--- config.mk ---
export PLATFORM = sky130hd
export DESIGN_NAME = pc_gen_flat
export DESIGN_NICKNAME = d
export VERILOG_FILES = /design/src/rtl/pc_gen_if.sv /design/src/rtl/pc_gen.sv /design/src/flat_wrapper.sv
export SDC_FILE = /design/constraint.sdc
export NUM_CORES = 1
export LEC_CHECK = 0
export ABC_AREA = 0
export BUFFER_PORTS_ARGS = -buffer_cell sky130_fd_sc_hd__buf_2
export CAP_MARGIN = 30
export CORE_UTILIZATION = 45
export DETAILED_ROUTE_END_ITERATION = 12
export PLACE_DENSITY = 0.73
export REMOVE_ABC_BUFFERS = 1
export SYNTH_ARGS = -nofsm -noshare
export SYNTH_HDL_FRONTEND = slang
export SYNTH_SLANG_ARGS = --single-unit
export TNS_END_PERCENT = 20
--- constraint.sdc ---
create_clock -name clk -period 2.4 [get_ports clk]
set_input_delay 0.6 -clock clk [delete_from_list [all_inputs] [get_ports clk]]
set_output_delay 0.6 -clock clk [all_outputs]
set_load 0.02 [all_outputs]
--- src/rtl/pc_gen_if.sv ---
// ---------------------------------------------------------------------------
// pc_gen_if -- fetch-control bundle between pipeline control and pc_gen.
//
// Parameter:
//   ADDR_W      width of every address signal in the bundle
//
// Signals (direction as seen by pc_gen, i.e. the slave modport):
//   stall       in   hold the PC (pipeline stall)
//   flush       in   exception/flush redirect strobe
//   flush_pc    in   flush handler address, sampled with flush
//   br_flag     in   taken-branch strobe from decode
//   br_target   in   branch target, sampled with br_flag
//   ce          out  instruction-memory chip enable
//   pc          out  current fetch address
//   pend_valid  out  a branch target is parked until the stall releases
//   misalign    out  one-cycle pulse: a redirect target was rejected
//   bad_addr    out  last rejected redirect target
// ---------------------------------------------------------------------------
interface pc_gen_if #(
    parameter int ADDR_W = 32
);
    logic              stall;
    logic              flush;
    logic [ADDR_W-1:0] flush_pc;
    logic              br_flag;
    logic [ADDR_W-1:0] br_target;
    logic              ce;
    logic [ADDR_W-1:0] pc;
    logic              pend_valid;
    logic              misalign;
    logic [ADDR_W-1:0] bad_addr;

    // Pipeline control side.
    modport master (
        output stall, flush, flush_pc, br_flag, br_target,
        input  ce, pc, pend_valid, misalign, bad_addr
    );

    // PC generator side.
    modport slave (
        input  stall, flush, flush_pc, br_flag, br_target,
        output ce, pc, pend_valid, misalign, bad_addr
    );
endinterface

--- src/rtl/pc_gen.sv ---
// ---------------------------------------------------------------------------
// pc_gen -- instruction fetch program-counter generator.
//
// Produces one sequential fetch address per unstalled cycle and redirects on
// flush or taken branch. A branch that arrives while the pipeline is stalled
// is parked and applied on the first unstalled edge. Redirect priority on
// every edge: flush > branch > stall > parked branch > increment.
//
// Parameters:
//   ADDR_W     PC / address width
//   RESET_VEC  first fetch address after reset
//   INC        sequential increment
//
// Ports:
//   clk        clock, rising edge
//   rst        synchronous, active-high reset
//   bus        pc_gen_if.slave (stall/flush/branch in; ce/pc/status out)
//
// Build option:
//   PC_MISALIGN_TRAP_EN  when defined, redirect targets with addr[1:0] != 0
//                        are dropped (as if the strobe were absent), misalign
//                        pulses and bad_addr records the target. When not
//                        defined, every target is accepted and misalign /
//                        bad_addr are tied to 0.
// ---------------------------------------------------------------------------
module pc_gen #(
    parameter int                ADDR_W    = 32,
    parameter logic [ADDR_W-1:0] RESET_VEC = '0,
    parameter int unsigned       INC       = 4
) (
    input  logic     clk,
    input  logic     rst,
    pc_gen_if.slave  bus
);

    typedef enum logic [1:0] {
        OFF       = 2'd0,
        RUN       = 2'd1,
        HOLD      = 2'd2,
        HOLD_PEND = 2'd3
    } state_t;

    state_t            state_q, state_d;
    logic              ce_q;
    logic [ADDR_W-1:0] pc_q, pc_d;
    logic [ADDR_W-1:0] pend_q, pend_d;

    // Qualified strobes: a rejected target behaves as if its strobe were low,
    // so lower-priority rules still get to act on that edge.
    logic flush_ok;
    logic br_ok;

`ifdef PC_MISALIGN_TRAP_EN
    logic              flush_rej;
    logic              br_rej;
    logic              misalign_q, misalign_d;
    logic [ADDR_W-1:0] bad_q, bad_d;

    assign flush_rej = bus.flush && (bus.flush_pc[1:0] != 2'b00);
    assign flush_ok  = bus.flush && !flush_rej;
    // A branch is only looked at (and so only rejected) when no flush wins.
    assign br_rej    = bus.br_flag && !flush_ok && (bus.br_target[1:0] != 2'b00);
    assign br_ok     = bus.br_flag && (bus.br_target[1:0] == 2'b00);

    always_comb begin
        misalign_d = 1'b0;
        bad_d      = bad_q;
        // Nothing is evaluated while the generator is off.
        if (state_q != OFF && (flush_rej || br_rej)) begin
            misalign_d = 1'b1;
            bad_d      = flush_rej ? bus.flush_pc : bus.br_target;
        end
    end

    always_ff @(posedge clk) begin
        if (rst) begin
            misalign_q <= 1'b0;
            bad_q      <= '0;
        end else begin
            misalign_q <= misalign_d;
            bad_q      <= bad_d;
        end
    end

    assign bus.misalign = misalign_q;
    assign bus.bad_addr = bad_q;
`else
    assign flush_ok     = bus.flush;
    assign br_ok        = bus.br_flag;
    assign bus.misalign = 1'b0;
    assign bus.bad_addr = '0;
`endif

    // NOTE: every output of this block is given a default before the case so
    // that no path leaves a variable unassigned, which would infer a latch.
    always_comb begin
        state_d = state_q;
        pc_d    = pc_q;
        pend_d  = pend_q;
        unique case (state_q)
            OFF: begin
                // Strobes are ignored here; fetch starts at RESET_VEC.
                state_d = RUN;
                pc_d    = RESET_VEC;
            end
            default: begin
                if (flush_ok) begin
                    pc_d    = bus.flush_pc;
                    state_d = bus.stall ? HOLD : RUN;
                end else if (br_ok) begin
                    if (bus.stall) begin
                        // Newest branch during a stall overwrites any parked one.
                        pend_d  = bus.br_target;
                        state_d = HOLD_PEND;
                    end else begin
                        pc_d    = bus.br_target;
                        state_d = RUN;
                    end
                end else if (bus.stall) begin
                    // HOLD and HOLD_PEND keep their state; RUN starts holding.
                    if (state_q == RUN) state_d = HOLD;
                end else if (state_q == HOLD_PEND) begin
                    pc_d    = pend_q;
                    state_d = RUN;
                end else begin
                    // Wraps modulo 2**ADDR_W by design.
                    pc_d    = pc_q + ADDR_W'(INC);
                    state_d = RUN;
                end
            end
        endcase
    end

    // NOTE: state is updated with non-blocking assignments so every flop
    // samples the pre-edge values regardless of statement order.
    always_ff @(posedge clk) begin
        if (rst) begin
            state_q <= OFF;
            ce_q    <= 1'b0;
            pc_q    <= RESET_VEC;
            // NOTE: the parked target is reset too, so a stale value can never
            // be observed even though pend_valid already guards it.
            pend_q  <= '0;
        end else begin
            state_q <= state_d;
            ce_q    <= 1'b1;
            pc_q    <= pc_d;
            pend_q  <= pend_d;
        end
    end

    assign bus.ce         = ce_q;
    assign bus.pc         = pc_q;
    assign bus.pend_valid = (state_q == HOLD_PEND);

endmodule

--- src/flat_wrapper.sv ---
// flat-port wrapper written by rule: the top's interface ports become plain ports
module pc_gen_flat 
#(
    parameter int                ADDR_W    = 32,
    parameter logic [ADDR_W-1:0] RESET_VEC = '0,
    parameter int unsigned       INC       = 4
)
  (clk, rst, bus_stall, bus_flush, bus_flush_pc, bus_br_flag, bus_br_target, bus_ce, bus_pc, bus_pend_valid, bus_misalign, bus_bad_addr);
  pc_gen_if #(.ADDR_W(ADDR_W)) bus_i ();
  input  logic clk;
  input  logic rst;
  input wire logic [$bits(bus_i.stall)-1:0] bus_stall;
  input wire logic [$bits(bus_i.flush)-1:0] bus_flush;
  input wire logic [$bits(bus_i.flush_pc)-1:0] bus_flush_pc;
  input wire logic [$bits(bus_i.br_flag)-1:0] bus_br_flag;
  input wire logic [$bits(bus_i.br_target)-1:0] bus_br_target;
  output wire logic [$bits(bus_i.ce)-1:0] bus_ce;
  output wire logic [$bits(bus_i.pc)-1:0] bus_pc;
  output wire logic [$bits(bus_i.pend_valid)-1:0] bus_pend_valid;
  output wire logic [$bits(bus_i.misalign)-1:0] bus_misalign;
  output wire logic [$bits(bus_i.bad_addr)-1:0] bus_bad_addr;
  assign bus_i.stall = bus_stall;
  assign bus_i.flush = bus_flush;
  assign bus_i.flush_pc = bus_flush_pc;
  assign bus_i.br_flag = bus_br_flag;
  assign bus_i.br_target = bus_br_target;
  assign bus_ce = bus_i.ce;
  assign bus_pc = bus_i.pc;
  assign bus_pend_valid = bus_i.pend_valid;
  assign bus_misalign = bus_i.misalign;
  assign bus_bad_addr = bus_i.bad_addr;
  pc_gen #(.ADDR_W(ADDR_W), .RESET_VEC(RESET_VEC), .INC(INC)) u_core (.clk(clk), .rst(rst), .bus(bus_i));
endmodule
==> results.json, run 1 <==
{
  "stdcell_area_sq_um": 4760,
  "place_inst": 728,
  "rr_endpoint": "u_core.bus.pc[24]",
  "firstDrtPassIters": 5,
  "dp_hpwl_microns": 8670,
  "yosys_register_bits": 67,
  "grt_max_degree": 34,
  "timing.critical_path.cells": "ha_1, nand3_1, nor4_1, buf_4, nand4_1, mux2i_1, o21ai_0",
  "synthTopCellsByArea": "dfxtp_1, a21oi_1, nand2_1",
  "critPathSlowestCell": "dfxtp_1",
  "ant_nets": 0,
  "fillCellCount": 821,
  "clock_latency_ps": 350,
  "p_clk_share_pct": 37.5,
  "portBuffers": 102,
  "cts_tree": "done",
  "synth_edf_count": 0,
  "combinationalPowerShare_pct": 18.0,
  "critical_path_arrival_ps": 2240,
  "grt_pass1_vias": 3915,
  "drive_gt1_share_pct": 24.4,
  "ir_drop_uv": 256,
  "core_area_sq_um": 8380,
  "cp.required_ps": 2620,
  "min_period_over_period_pct": 84.0,
  "wl_per_cell_microns": 16.6,
  "die-area_sq_um": 9250,
  "synth_cell_type_count": 56,
  "status": "completed",
  "r2r_start": "u_core.bus.pc[2]",
  "p_switching_w": 0.000807,
  "synth_top_cell_area_share_pct": 33.6,
  "cts_buffers": 9,
  "boundaryPins": 136,
  "final_cells": 744,
  "netlist_area_sq_um": 3990,
  "p_total_w": 0.00270,
  "slew_violations": 0,
  "grt_pass1_wl_microns": 19000,
  "min_delay_path_depth": 2,
  "postSynthCellCount": 540,
  "final.setup_skew_ps": 8.06,
  "overflow": 0,
  "hp-class": "register to register",
  "setup_ws_ps": 383,
  "die_h_microns": 96.2,
  "p_leak_nw": 2.08,
  "r2r_cells": 7,
  "drt_iter0_markers": 261,
  "maxCapViolations": 0,
  "reg2reg_slack_ps": 380,
  "routed_wl_microns": 12400,
  "crit_path_max_fanout": 11,
  "areaGrowthSynthToFinish_pct": 19.2,
  "placed_area_sq_um": 4550,
  "cts_resized": 0,
  "clk_pin_slew_ps": 70,
  "end_kind": "register",
  "start_util_pct": 47.6,
  "grt_use_total_pct": 26.9,
  "via_per_inst": 5.87,
  "power_density_nw_per_um2": 567,
  "rsz0062_at_grt": "false",
  "critPathMaxStageDelay_ps": 440,
  "switching_share_pct": 29.9,
  "max_freq_ghz": 0.496,
  "cts_setup_buffers": 0,
  "hold_viol": 0,
  "min-delay-start": "u_core.pend_q[0]",
  "internal-power_w": 0.00189,
  "avgSynthCellArea_sq_um": 7.39,
  "async_flop_share_pct": 0,
  "htreeDepth": 3,
  "hold_path_end": "u_core.pend_q[0]",
  "antenna_found_initial": 0,
  "nets": 704,
  "pre_cts_slack_ps": 346,
  "cts-hold-fix-buffers": 0,
  "diodes": 0,
  "cts_root_buf": "clkbuf_8",
  "clock_path_buffers": 2,
  "critPathLaunchType": "register",
  "setup_viol": 0,
  "timing.final.crit_period_ps": 2020,
  "seqPwrFrac_pct": 44.5,
  "gp_congestion": 0.833,
  "worstSetupPathType": "register to register",
  "ys_warn_count": 0,
  "rows": 33,
  "vias": 4368,
  "synth_top_cell_by_area": "dfxtp_1",
  "yosysSeqAreaShare_pct": 33.6,
  "worst_slew_pin_slew_ps": 604,
  "die_w_microns": 96.2,
  "relSlewSlack_pct": 59.6,
  "cts_sinks": 67,
  "route.detailed.drc": 0,
  "synth-main-ff-cell": "dfxtp_1"
}
==> worst max path at each step <==
stage / from / endpoint
2_1_floorplan: bus_flush / u_core.bus.pc[21]
3_3_place_gp: bus_br_flag / u_core.bus.pc[11]
3_5_place_dp: bus_br_flag / u_core.bus.pc[7]
4_1_cts: u_core.bus.pc[2] / u_core.bus.pc[24]
5_1_grt: u_core.bus.pc[2] / u_core.bus.pc[24]
6_report: u_core.bus.pc[2] / u_core.bus.pc[24]
==> worst max-delay path, delay by kind of cell (launching register included) <==
kind                     cells  cell delay [ps]
buffers and inverters        1              240
flip-flops                   1              440
AO/OA/AOI/OAI                1              110
multiplexers                 1              200
adder cells (fa/ha/maj)      1              240
AND/OR/NAND/NOR              3              650
==> logic make-up (layout without fill, tap and decap cells) <==
| group | count (synthesis) | count (layout) | share of synthesized area (%) |
|---|---|---|---|
| muxes | 4 | 4 | 1.00 |
| adders and majority gates | 1 | 1 | 0.313 |
| AOI/OAI and AO/OA | 186 | 186 | 28.6 |
| buffers and inverters | 87 | 154 | 11.7 |
| DFF | 67 | 67 | 33.6 |
| and+or+nand+nor | 194 | 194 | 24.7 |
| other | 1 | 33 | 0.0939 |
==> cell usage after synthesis (3+ instances only) <==
library cell  instances
a21oi_1              91
nand2_1              88
dfxtp_1              67
o21ai_0              36
buf_4                33
clkbuf_1             30
nor2_1               29
a221oi_1             15
and3_1               15
buf_2                13
nand3_1              12
a221o_1              11
nor4_1               10
nand4_1               9
inv_1                 8
and4_1                6
nor3_1                6
or3_1                 5
a31oi_1               4
mux2i_1               4
and2_1                3
o22ai_1               3
==> cell usage in the layout, fill, tap and decap left out, drive strengths merged, types with 12 or more instances in the layout <==
cell type,instances
nand3,13
buf,130
and3,15
nand2,88
a21oi,91
a221oi,15
nor2,29
dfxtp,67
conb,33
o21ai,37
nor4,12
clkbuf,12
==> power groups by stage <==
stage | registers [W] | clock network [W] | logic [W]
final | 0.00120 | 0.00101 | 0.000486
after global routing | 0.00121 | 0.00108 | 0.000533
after CTS | 0.00120 | 0.00103 | 0.000482
after detailed placement | 0.00123 | 0 | 0.000480
after global placement | 0.00122 | 0 | 0.000472
after floorplan | 0.00125 | 0 | 0.000226
==> cell type report <==
class	instances	area, sq um	share of cell area [%]
Inverter	8	30.0	0.631
Sequential cell	67	1340	28.2
Tap cell	105	131	2.76
Clock buffer	12	165	3.47
Clock inverter	4	47.5	0.999
Timing Repair Buffer	130	721	15.1
Multi-Input combinational cell	418	2320	48.8
==> metal layers <==
metal,global-route usage [%],share of wire (%),vias to the layer above
li1,-,-,2081
met1,35.3,43,2075
met2,42.8,48,185
met3,5.92,7.3,27
met4,10.2,1.9,0
met5,0,0,-
==> sequential cells by signal (all words and copies together) (netlist names) <==
| signal | flops |
|---|---|
| u_core.bus.ce | 1 |
| u_core.pend_q | 32 |
| u_core.bus.pc | 32 |
| u_core.state_q | 2 |
==> stage by stage <==
| stage | setup TNS, ps | hold WS (ps) | util [%] |
|---|---|---|---|
| after global routing | 0 | 478 | 56.8 |
| after detailed placement | 0 | 447 | 54.2 |
| after global placement | 0 | 442 | 54.2 |
| after floorplan | -14980 | 430 | - |
| after CTS | 0 | 457 | 56.8 |
| final | 0 | 458 | 56.8 |
Power figures use the tool's default switching activity.
==> inputs of run 2 (changes only) <==
--- a/config.mk
+++ b/config.mk
@@ -10,7 +10,7 @@
 export CAP_MARGIN = 30
 export CORE_UTILIZATION = 45
 export DETAILED_ROUTE_END_ITERATION = 12
-export PLACE_DENSITY = 0.73
+export PLACE_DENSITY = 0.76
 export REMOVE_ABC_BUFFERS = 1
 export SYNTH_ARGS = -nofsm -noshare
 export SYNTH_HDL_FRONTEND = slang
==> constraint.sdc (replaced) <==
create_clock -name clk -period 1.76 [get_ports clk]
set_input_delay 0.44 -clock clk [delete_from_list [all_inputs] [get_ports clk]]
set_output_delay 0.44 -clock clk [all_outputs]
set_load 0.02 [all_outputs]
==> run 2 against run 1 <==
Die area did not move. Worst hold slack got worse by 140 ps. Setup slack got worse by 390 ps. The run now ends with setup timing left. Critical path type unchanged. Largest cell class unchanged.
==> results.json, run 2 (same netlist as run 1, synthesis figures left out) <==
{
  "boundaryPins": 136,
  "timing.critical_path.cells": "nand4_1, buf_6, nor4_4, nand4_1, and4_1, or3_1",
  "drive_gt1_share_pct": 30.4,
  "final_cells": 782,
  "clock_latency_ps": 360,
  "cts-hold-fix-buffers": 0,
  "critPathSlowestCell": "or3_1",
  "die_w_microns": 96.2,
  "slew_violations": 0,
  "clk_pin_slew_ps": 70,
  "placed_area_sq_um": 4900,
  "route.detailed.drc": 0,
  "setup_ws_ps": -11.4,
  "cp_top_family": "simple AND/OR/NAND/NOR gates",
  "wl_per_cell_microns": 16.9,
  "ir_drop_uv": 406,
  "grt_max_degree": 37,
  "rows": 33,
  "fillCellCount": 716,
  "whs_ps": 322,
  "crit_path_max_fanout": 4,
  "diodes": 0,
  "routed_wl_microns": 13200,
  "grt_pass1_wl_microns": 20600,
  "overflow": 0,
  "setup_viol": 1,
  "final_cell_mix": "buf_2, a21oi_1, nand2_1",
  "antenna_found_initial": 0,
  "ant_nets": 0,
  "die_h_microns": 96.2,
  "cp.required_ps": 1990,
  "reg2reg_slack_ps": -10,
  "max_freq_ghz": 0.565,
  "timing.final.crit_period_ps": 1770,
  "final.setup_skew_ps": 8.68,
  "firstDrtPassIters": 7,
  "via_per_inst": 5.88,
  "portBuffers": 102,
  "critical_path_arrival_ps": 2000,
  "cp-startpoint": "u_core.bus.pc[5]",
  "hp-class": "input port to register",
  "mostFrequentLayoutCell": "buf_2",
  "critical_path_depth": 6,
  "nets": 743,
  "rr_endpoint": "u_core.bus.pc[29]",
  "violations": "setup timing",
  "r2r_start": "u_core.bus.pc[5]",
  "stdcell_area_sq_um": 5200,
  "place_inst": 763,
  "drt_iter0_markers": 503,
  "areaGrowthSynthToFinish_pct": 30.1,
  "rsz0062_at_grt": "true",
  "cts_tree": "done",
  "p_total_w": 0.00363,
  "cts_root_buf": "clkbuf_8",
  "hold_viol": 0,
  "core_area_sq_um": 8380,
  "p_leak_nw": 2.33,
  "cts_buffers": 9,
  "crit_end": "u_core.bus.pc[29]",
  "grt_use_total_pct": 29.0,
  "dp_hpwl_microns": 9430,
  "start_util_pct": 47.6,
  "cts_sinks": 67,
  "critPathLaunchType": "register",
  "min_period_over_period_pct": 101,
  "r2r_cells": 6,
  "gp_congestion": 0.932,
  "vias": 4596,
  "power_density_nw_per_um2": 698,
  "grt_pass1_vias": 4232,
  "status": "finished, violations left",
  "end_kind": "register",
  "clock_path_buffers": 2,
  "worstSetupPathType": "register to register",
  "htreeDepth": 3,
  "maxCapViolations": 0,
  "critPathMaxStageDelay_ps": 360,
  "cp_common_cell": "nand4_1",
  "die-area_sq_um": 9250,
  "min-delay-start": "rst",
  "cp_num_buf_inv": 1
}
-- run 2: changes by cell type in the layout (fill, tap and decap cells not counted), moves of 3 or more --
cell / before / now
nor4_1: 10 / 6
dfxtp_1: 67 / 60
buf_12: 0 / 7
clkbuf_8: 12 / 9
dfxtp_2: 0 / 7
clkbuf_1: 0 / 3
buf_4: 28 / 57
-- run 2: where the power goes --
group | switching (W) | leakage (nW) | internal (W)
clock network | 0.000601 | 0.0902 | 0.000644
registers | 0.0000487 | 0.548 | 0.00158
logic | 0.000459 | 1.69 | 0.000299
-- run 2: what timing repair did --
action | in CTS | in global routing
pin swaps | 0 | 5
buffers inserted | 1 | 2
endpoints found under the setup margin | 6 | 14
gates cloned | 0 | 1
gates resized for setup | 3 | 19
-- run 2: final cells by class --
type,instances,area [sq um],area share [%]
clock buffer,12,135,2.60
clock inverter,3,40.0,0.771
inverter,8,30.0,0.578
multi-input combinational,418,2400,46.1
sequential,67,1350,26.0
tap,105,131,2.53
timing repair buffer,169,1110,21.4
-- run 2: worst min-delay path by stage --
stage	end	depth (start not counted)
2_1_floorplan	u_core.pend_q[1]	2
3_3_place_gp	u_core.pend_q[14]	2
3_5_place_dp	u_core.pend_q[14]	2
4_1_cts	u_core.bus.ce	2
5_1_grt	u_core.bus.ce	2
6_report	u_core.bus.ce	2
-- run 2: worst reg2reg max path: cells and delay by family, from the launching register on --
family	cells	cell delay (ps)
simple gates	5	1150
buf+inv	1	160
flops	1	350
-- run 2: layer usage --
metal | up-vias | track usage [%] | part of all wire (%)
met5 | - | 0 | 0
met4 | 0 | 10.7 | 1.5
met3 | 33 | 4.27 | 10
met2 | 264 | 45.7 | 46
met1 | 2131 | 39.9 | 42
li1 | 2168 | - | -
-- run 2: per-stage QoR --
stage / util (%) / setup TNS (ps) / setup WS, ps
2_1_floorplan: - / -41860 / -1220
3_3_place_gp: 58.4 / 0 / 3.64
3_5_place_dp: 58.4 / -358 / -55.5
4_1_cts: 60.7 / -5.72 / -5.72
5_1_grt: 62.0 / -196 / -74.7
6_report: 62.0 / -11.4 / -11.4
==> inputs of run 3 (changes only) <==
--- a/config.mk
+++ b/config.mk
@@ -11,7 +11,6 @@
 export CORE_UTILIZATION = 45
 export DETAILED_ROUTE_END_ITERATION = 12
 export PLACE_DENSITY = 0.76
-export REMOVE_ABC_BUFFERS = 1
 export SYNTH_ARGS = -nofsm -noshare
 export SYNTH_HDL_FRONTEND = slang
 export SYNTH_SLANG_ARGS = --single-unit
==> run 3 against run 2 <==
The run now ends clean. Highest routed layer unchanged. First-iteration DRC count shrank 20%. Sequential power about the same. Critical path type unchanged. Register-to-register slack improved by 40 ps. Worst hold slack better by 5.4 ps. Clock power decreased by 5%. Total power is 0.96% lower. Utilization up 0.060 points. Clock skew about the same. Die area stayed put. Clock-buffer cell count up 1.
==> results.json, run 3 (same netlist as run 1, synthesis figures left out) <==
{
  "cp-startpoint": "u_core.bus.pc[2]",
  "grt_pass1_wl_microns": 19300,
  "die_w_microns": 96.2,
  "cp_top_family": "simple AND/OR/NAND/NOR gates",
  "firstDrtPassIters": 5,
  "drt_iter0_markers": 402,
  "hold_viol": 0,
  "core_area_sq_um": 8380,
  "slew_violations": 0,
  "critPathSlowestCell": "dfxtp_4",
  "whs_ps": 328,
  "clock_latency_ps": 340,
  "final_core_util_pct": 62.1,
  "seq_area_sq_um": 1360,
  "cts-hold-fix-buffers": 0,
  "placed_area_sq_um": 4940,
  "status": "completed",
  "critical_path_arrival_ps": 1950,
  "htreeDepth": 3,
  "reg2reg_slack_ps": 20,
  "overflow": 0,
  "rsz0062_at_grt": "true",
  "final_cells": 790,
  "via_per_inst": 5.85,
  "r2r_cells": 7,
  "cts_sinks": 67,
  "grt_pass1_vias": 3954,
  "final.setup_skew_ps": 8.79,
  "setup_viol": 0,
  "critPathLaunchType": "register",
  "rr_endpoint": "u_core.bus.pc[24]",
  "end_kind": "register",
  "nets": 751,
  "power_density_nw_per_um2": 691,
  "setup_ws_ps": 25.0,
  "hp-class": "input port to register",
  "critPathMaxStageDelay_ps": 380,
  "wl_per_cell_microns": 16.1,
  "ant_nets": 0,
  "timing.critical_path.cells": "ha_1, nand3_2, nor4_4, buf_4, nand4_1, mux2i_1, o21ai_0",
  "crit_path_max_fanout": 7,
  "final_cell_mix": "buf_2, a21oi_1, nand2_1",
  "cp.required_ps": 1970,
  "multiInputGateArea_sq_um": 2370,
  "boundaryPins": 136,
  "mostFrequentLayoutCell": "buf_2",
  "worstSetupPathType": "register to register",
  "antenna_found_initial": 0,
  "drive_gt1_share_pct": 31.8,
  "die-area_sq_um": 9250,
  "route.detailed.drc": 0,
  "timing.final.crit_period_ps": 1740,
  "cts_root_buf": "clkbuf_8",
  "min_period_over_period_pct": 98.6,
  "place_inst": 773,
  "routed_wl_microns": 12700,
  "stdcell_area_sq_um": 5200,
  "start_util_pct": 47.6,
  "areaGrowthSynthToFinish_pct": 30.3,
  "cp_num_buf_inv": 1,
  "ir_drop_uv": 397,
  "fillCellCount": 766,
  "pre_cts_slack_ps": -86.4,
  "die_h_microns": 96.2,
  "dp_hpwl_microns": 9320,
  "diodes": 0,
  "portBuffers": 102,
  "r2r_start": "u_core.bus.pc[2]",
  "crit_end": "u_core.bus.pc[24]",
  "clock_path_buffers": 2,
  "cts_buffers": 9,
  "cts_tree": "done",
  "gp_congestion": 0.892,
  "max_freq_ghz": 0.576,
  "clk_pin_slew_ps": 70,
  "p_leak_nw": 2.35,
  "critical_path_depth": 7,
  "rows": 33,
  "grt_max_degree": 44,
  "maxCapViolations": 0,
  "vias": 4625,
  "grt_use_total_pct": 27.6
}
## run 3: changes by cell type in the layout (fill, tap and decap cells not counted), moves of 2 or more
cell,previous run,this run
nor3_2,2,0
buf_4,57,68
dfxtp_2,7,10
clkbuf_8,9,12
nor3_1,4,6
buf_12,7,4
clkbuf_1,3,1
dfxtp_1,60,55
dfxtp_4,0,2
## run 3: final cells by class
cell class              count  area share, %
clock buffers              13           3.25
clock inverters             2          0.192
inverters                   8          0.577
multi-input cells         418           45.6
flip-flops and latches     67           26.2
well taps                 105           2.53
repair buffers            177           21.7
## run 3: what timing repair did
action	in CTS	in global routing
gates resized for setup	0	16
setup endpoints to repair	0	10
endpoints found under the hold margin	0	0
setup buffers	0	1
## run 3: per-stage QoR
step,TNS (ps),total power [W]
2_1_floorplan,-125,0.00213
3_3_place_gp,-269,0.00240
6_report,0,0.00359
3_5_place_dp,-592,0.00242
4_1_cts,0,0.00359
5_1_grt,-108,0.00376
## run 3: how the worst min path moves through the flow
| stage | startpoint | end | slack (ps) | depth (start not counted) |
|---|---|---|---|---|
| after floorplan | u_core.pend_q[1] | u_core.pend_q[1] | 440 | 2 |
| after global placement | u_core.pend_q[7] | u_core.pend_q[7] | 440 | 2 |
| after detailed placement | u_core.pend_q[4] | u_core.pend_q[4] | 450 | 2 |
| after CTS | rst | u_core.bus.ce | 320 | 2 |
| after global routing | rst | u_core.bus.ce | 320 | 2 |
| final | rst | u_core.bus.ce | 330 | 2 |
## run 3: per-layer routing
| layer | share of wire (%) | global-route usage, % |
|---|---|---|
| met5 | 0 | 0 |
| met4 | 2.0 | 9.45 |
| met3 | 8.9 | 5.37 |
| met2 | 48 | 43.6 |
| met1 | 41 | 37.3 |
## run 3: report_power, final
part           internal, W  total (W)  switching (W)
clock             0.000616    0.00119       0.000575
combinational     0.000311   0.000778       0.000467
sequential         0.00158    0.00162      0.0000499
total              0.00250    0.00359        0.00109
## run 3: worst register-to-register path, stage by stage, from the launching register on
cell and delay, ps:
dfxtp_4 380, ha_1 190, nand3_2 150, nor4_4 310
buf_4 210, nand4_1 140, mux2i_1 150, o21ai_0 90
